<file path="config.mk">
export PLATFORM = sky130hd
export DESIGN_NAME = dmem_arbiter
export DESIGN_NICKNAME = d
export VERILOG_FILES = /design/src/rtl/dmem_arbiter.sv
export SDC_FILE = /design/constraint.sdc
export NUM_CORES = 1
export LEC_CHECK = 0
export CAP_MARGIN = 30
export CORE_AREA = 3 3 119 121
export DETAILED_ROUTE_END_ITERATION = 7
export DIE_AREA = 0 0 122 124
export PLACE_DENSITY_LB_ADDON = 0.12
export SLEW_MARGIN = 20
export SYNTH_ARGS = -nofsm -noshare
export SYNTH_HDL_FRONTEND = slang
export SYNTH_SLANG_ARGS = --single-unit
</file>
<file path="constraint.sdc">
create_clock -name clk -period 2 [get_ports clk]
set_input_delay 0.3 -clock clk [delete_from_list [all_inputs] [get_ports clk]]
set_output_delay 0.3 -clock clk [all_outputs]
set_load 0.02 [all_outputs]
</file>
<file path="src/rtl/dmem_arbiter.sv">
// Two-master arbiter for the shared data-memory port: the CPU owns the port by default,
// the external master is granted when the CPU is idle or after a bounded wait, and holds it for a bounded time.
module dmem_arbiter #(
    parameter int DW       = 32,
    parameter int MAX_WAIT = 4,
    parameter int MAX_HOLD = 4
) (
    input  logic          clk,
    input  logic          reset,
    input  logic          cpu_req,
    input  logic          cpu_we,
    input  logic [DW-1:0] cpu_addr,
    input  logic [DW-1:0] cpu_wdata,
    input  logic [3:0]    cpu_be,
    output logic          cpu_stall,
    output logic [DW-1:0] cpu_rdata,
    input  logic          ext_req,
    input  logic          ext_we,
    input  logic [DW-1:0] ext_addr,
    input  logic [DW-1:0] ext_wdata,
    input  logic [3:0]    ext_be,
    output logic          ext_gnt,
    output logic [DW-1:0] ext_rdata,
    output logic          mem_we,
    output logic [DW-1:0] mem_addr,
    output logic [DW-1:0] mem_wdata,
    output logic [3:0]    mem_be,
    input  logic [DW-1:0] mem_rdata
);

    localparam int WW = $clog2(MAX_WAIT) + 1;
    localparam int HW = $clog2(MAX_HOLD) + 1;
    localparam logic [WW-1:0] WAIT_LAST = WW'(MAX_WAIT - 1);
    localparam logic [HW-1:0] HOLD_LAST = HW'(MAX_HOLD - 1);

    typedef enum logic {
        OWN_CPU = 1'b0,
        OWN_EXT = 1'b1
    } owner_t;

    owner_t          r_owner;
    logic [WW-1:0]   r_ext_wait;
    logic [HW-1:0]   r_hold_cnt;
    logic            w_own_ext;

    assign w_own_ext = (r_owner == OWN_EXT);

    // Ownership FSM with the ext wait counter (contended cycles) and hold counter (cycles owned)
    always_ff @(posedge clk or negedge reset) begin
        if (!reset) begin
            r_owner    <= OWN_CPU;
            r_ext_wait <= WW'(0);
            r_hold_cnt <= HW'(0);
        end else begin
            case (r_owner)
                OWN_CPU: begin
                    if (ext_req && (!cpu_req || (r_ext_wait == WAIT_LAST))) begin
                        r_owner    <= OWN_EXT;
                        r_ext_wait <= WW'(0);
                        r_hold_cnt <= HW'(0);
                    end else if (ext_req) begin
                        // Both requesting and the wait bound not yet reached
                        r_ext_wait <= r_ext_wait + WW'(1);
                    end else begin
                        r_ext_wait <= WW'(0);
                    end
                end
                OWN_EXT: begin
                    if (!ext_req || (cpu_req && (r_hold_cnt == HOLD_LAST))) begin
                        r_owner    <= OWN_CPU;
                        r_hold_cnt <= HW'(0);
                    end else if (r_hold_cnt != HOLD_LAST) begin
                        r_hold_cnt <= r_hold_cnt + HW'(1);
                    end else begin
                        r_hold_cnt <= r_hold_cnt;
                    end
                end
                default: begin
                    r_owner    <= OWN_CPU;
                    r_ext_wait <= WW'(0);
                    r_hold_cnt <= HW'(0);
                end
            endcase
        end
    end

    // Port mux follows the current owner; a write needs the owner's request as well as its we
    always_comb begin
        if (w_own_ext) begin
            mem_we    = ext_we & ext_req;
            mem_addr  = ext_addr;
            mem_wdata = ext_wdata;
            mem_be    = ext_be;
        end else begin
            mem_we    = cpu_we & cpu_req;
            mem_addr  = cpu_addr;
            mem_wdata = cpu_wdata;
            mem_be    = cpu_be;
        end
    end

    assign cpu_stall = cpu_req & w_own_ext;
    assign ext_gnt   = ext_req & w_own_ext;
    assign cpu_rdata = mem_rdata;
    assign ext_rdata = mem_rdata;

endmodule

</file>
Yosys cells after proc, flatten, opt, wreduce, memory -nomap -nowiden
Cells that the tools add are included.

Bits in registers: 7. Input bits: 174. Output and inout port bits: 135. Word-level logic and storage cells: 35.

Add/subtract/negate cells: 2. Equal/unequal tests: 5. Mux-type cells: 13. Bitwise logic cells: 5. Reductions and logical operators: 7.

Operators by type and width (count): 32-bit two-way mux (2); 3-bit two-way mux (5); 3-bit by 1-bit adder with 3-bit output, second input constant (2); 3-bit by 2-bit equality test with 1-bit output, second input constant (2); 3-bit case mux with 2 select lines (1); 1-bit AND (4); 4-bit two-way mux (1); 1-bit two-way mux (3); 3-bit by 1-bit inequality test with 1-bit output, second input constant (1); 3-bit by 2-bit inequality test with 1-bit output, second input constant (1); 1-bit logical AND (2); 1-bit zero test (2); 1-bit logical OR (2); 2-bit inequality test, second input constant (1); 1-bit case mux with 2 select lines (1); 2-bit AND reduction (1); 1-bit inverter (1).

Longest topological paths before layout
Gate-level depths: netlist of the first run.

Word-level depth: 5. Depth in mapped cells: 6. Mapped depth without buffers: 5.

Worst setup path before layout of the first run
OpenSTA, ideal clock, no wires.

Path type: reg-to-output. Start point: register r_owner. End point: output port mem_we. Arrival time: 1128 ps. Data required time: 1700 ps. Setup slack: 572 ps. Stages on the path, launching flop included: 5. Cell sequence: dfrtp_1 > buf_6 > and2_0 > clkbuf_1 > a32o_1.

Word-level cells in the longest chain between the ends: 1.

RTL lines: from (decl) (RTL line 41) `owner_t r_owner;`; from (signal assigned) (RTL line 51) `r_owner <= OWN_CPU;`; from (signal assigned) (RTL line 58) `r_owner <= OWN_EXT;`; from (signal assigned) (RTL line 70) `r_owner <= OWN_CPU;`; 1-bit two-way mux (RTL line 89) `if (w_own_ext) begin`; to (decl) (RTL line 24) `output logic mem_we,`.

Every way passes these cells.

Worst setup path after layout of the first run
Start point: register r_owner. End point: output port mem_addr[4].

Word-level cells in the longest chain between the ends: 1.

RTL lines: 32-bit two-way mux (RTL line 89); to (decl) (RTL line 25) `output logic [DW-1:0] mem_addr,`.

Every way passes these cells.

==> results of run 1 <==
## path summary, 6_finish.rpt
check / from / endpoint / slack [ns] / depth (start not counted)
max in group asynchronous: reset / r_owner / 1.38 / 1
max reg2reg: r_owner / r_hold_cnt[0] / 0.49 / 5
min: reset / r_hold_cnt[0] / 0.34 / 1
min in group clk: r_ext_wait[2] / r_ext_wait[2] / 0.48 / 2
max: r_owner / mem_addr[4] / 0.06 / 3
min reg2reg: r_ext_wait[2] / r_ext_wait[2] / 0.48 / 2
## flip-flops by register name (all words and copies together), names as in the netlist
register / count
r_ext_wait: 3
r_hold_cnt: 3
r_owner: 1
## power breakdown
group	internal, µW	leakage, µW	switching, µW
Clock	265	0.0000382	73.4
Combinational	527	0.00138	360
Sequential	154	0.0000927	13.4
## synthesized netlist by cell type
| cell | n |
|---|---|
| buf_4 | 64 |
| mux2_2 | 56 |
| mux2_4 | 12 |
| dfrtp_1 | 7 |
| inv_1 | 6 |
| nand2_1 | 6 |
| buf_2 | 5 |
| o21ai_0 | 5 |
| buf_6 | 4 |
| ha_1 | 4 |
| a22oi_1 | 2 |
| nor2_1 | 2 |
| a21oi_1 | 1 |
| a32o_1 | 1 |
| and2_0 | 1 |
| and2_1 | 1 |
| and4b_1 | 1 |
| clkbuf_1 | 1 |
| nand3_1 | 1 |
| nand3b_1 | 1 |
| nor2b_1 | 1 |
| o211ai_1 | 1 |
| o21ai_1 | 1 |
| o31ai_1 | 1 |
| or2_2 | 1 |
## worst max-delay path: stages, from the launching register on
cell           delay (ns)
dfrtp_4              0.50
buf_12               0.19
mux2_2               0.38
dlygate4sd2_1        0.33
## timing repair
action | in CTS | in global routing
gates resized for setup | 69 | 0
setup endpoints to repair | 67 | 0
endpoints found under the hold margin | 0 | 0
buffers inserted | 1 | 0
## final cells by class
type	count	area share (%)
clock buffer	4	2.16
tap	176	6.04
timing repair buffer	221	58.5
inverter	6	0.617
multi-input combinational	99	27.8
sequential	7	4.90
## routing by layer
metal / routed length [µm] / share of wire (%) / track usage, % / vias up
li1: - / - / - / 879
met5: 0 / 0 / 0 / -
met4: 144 / 1.8 / 2.59 / 0
met1: 2780 / 34 / 10.4 / 812
met2: 4410 / 55 / 17.9 / 92
met3: 741 / 9.2 / 2.50 / 13
## stage by stage
step	std cells	area, µm²	util [%]	hold slack, ns	worst slack [ns]
final	513	3650	27.7	0.341	0.0593
after global routing	513	3650	27.7	0.373	0.0102
after CTS	513	3650	27.7	0.357	0.0262
after detailed placement	508	3650	27.7	0.474	-0.118
after global placement	508	3650	27.7	0.466	-0.128
after floorplan	186	1770	-	0.00441	0.572
## cell families after synthesis
kind of cell               after synthesis
muxes                                   68
AOI/OAI and AO/OA                       12
DFF                                      7
buffers and inverters                   80
and+or+nand+nor                         15
adders and majority gates                4
==> metrics.md, run 1 <==
| Metric | Value |
|---|---|
| Syn avg cell area | `9.49 µm²` |
| Die X | `~120 µm` |
| Final ANT Viol Nets | `0` |
| Largest family of logic cells by synthesized area | `multiplexers` |
| Most frequent cells in the layout | `clkdlybuf4s50_1 (141), dlygate4sd2_1 (68), mux2_2 (56)` |
| First-pass GRT wire length | `10900 µm` |
| Post-synthesis cell count | `186` |
| Fin crit period | `roughly 1.9 ns` |
| Register area | `approximately 180 µm²` |
| Max transition margin | `77.5%` |
| Most common cell after layout, fill and taps aside | `clkdlybuf4s50_1` |
| Setup Viol. Count Final | `0` |
| Post-route DRC violation count | `0` |
| CTS tree | `done` |
| Top post-synthesis cells by area | `mux2_2 (36%), buf_4 (27%), mux2_4 (10%)` |
| Vias per cell | `~3.5` |
| First-pass DRT Iterations | `4` |
| Clock slew at reported path FFs | `approximately 0.040 ns` |
| Synth Area in Adders | `around 2.8%` |
| Layout area overhead | `107%` |
| Fmax | `515 MHz` |
| Max clock buf depth | `2` |
| Post-synth cell types | `25` |
| Setup Crit Path Kind | `flop to output port` |
| Synth Warn # | `0` |
| Hold_buf cts | `0` |
| Multi-input logic area | `~1000 µm²` |
| Post-synth net total | `roughly 360` |
| Worst-margin pin slew | `0.336 ns` |
| ANT cells | `0` |
| Max-cap violations | `0` |
| Final nets | `approximately 520` |
| Hold Fails Final Rpt | `0` |
| Total CTS buffers | `3` |
| Initial antenna violation count | `0` |
| Post-synthesis register bit count | `7` |
| Post-synthesis compound-gate area fraction | `4.25%` |
| Leakage | `about 0.0015 µW` |
| Fin Setup TNS | `0 ns` |
| Top cell type's share of synthesized area | `between 30% and 40%` |
| Initial Util | `between 10 and 15%` |
| Post-synthesis mux area share | `between 40% and 50%` |
| Die H | `124 µm` |
| Cell taking the most area after synthesis | `mux2_2` |
| Total wire length | `just over 8000 µm` |
| Vias in the first global route | `1753` |
| Synth Area in XOR/XNOR | `0%` |
| Fill cell count | `about 1400` |
| Area of the die | `15100 µm²` |
| Setup crit end kind | `output port` |
| GRT Total Usage | `9.45%` |
| # clock sinks | `7` |
| Skew final | `around 0.00033 ns` |
| Grt total ovfl | `0` |
| Share of cells above drive strength 1 | `between 20% and 30%` |
| HPWL Detailed | `7140 µm` |
| H-tree depth | `1` |
| Root buffer cell | `clkbuf_16` |
| Period utilisation layout | `97.0%` |
| Status | `complete, no violations` |
| Fin. max-slew vios | `0` |
| Pin count of the biggest net entering global routing | `22` |
| Worst skew pair latency | `about 0.23 ns` |
| Sequential fraction of the synthesis area | `roughly a tenth` |
| WP data required | `1.70 ns` |
| Worst min path class | `primary input to async pin` |
| # rows | `42` |
| Placeable core region | `13200 µm²` |
| Critical Path Start Type | `flop` |
| Detailed Route Iter0 Violations | `27` |
| Simple-gate share of the synthesized area | `4.39%` |
| RePlAce Congestion | `~0.74` |
| Maximum vdd ir drop | `0.397 mV` |
| Worst Path Arrival | `1.64 ns` |
| Vias | `~1800` |
| Post-DR wirelength/cell | `~16 µm` |
| P per Cell Area | `382 nW/µm²` |
| RSZ-0062 raised after global routing | `false` |
| Power Total | `1390 µW` |
| Ports | `roughly 310` |
| IO buf count | `212` |
| Mapped Area | `approximately 1800 µm²` |
| CP Max Fanout | `21` |
(Power assumes the default switching activity.)
==> run 2: changes to the inputs <==
--- a/config.mk
+++ b/config.mk
@@ -10,7 +10,6 @@
 export DETAILED_ROUTE_END_ITERATION = 7
 export DIE_AREA = 0 0 122 124
 export PLACE_DENSITY_LB_ADDON = 0.12
-export SLEW_MARGIN = 20
 export SYNTH_ARGS = -nofsm -noshare
 export SYNTH_HDL_FRONTEND = slang
 export SYNTH_SLANG_ARGS = --single-unit
==> results of run 2 <==
Same layout as run 1: the final DEF is identical, and so are final timing and power.
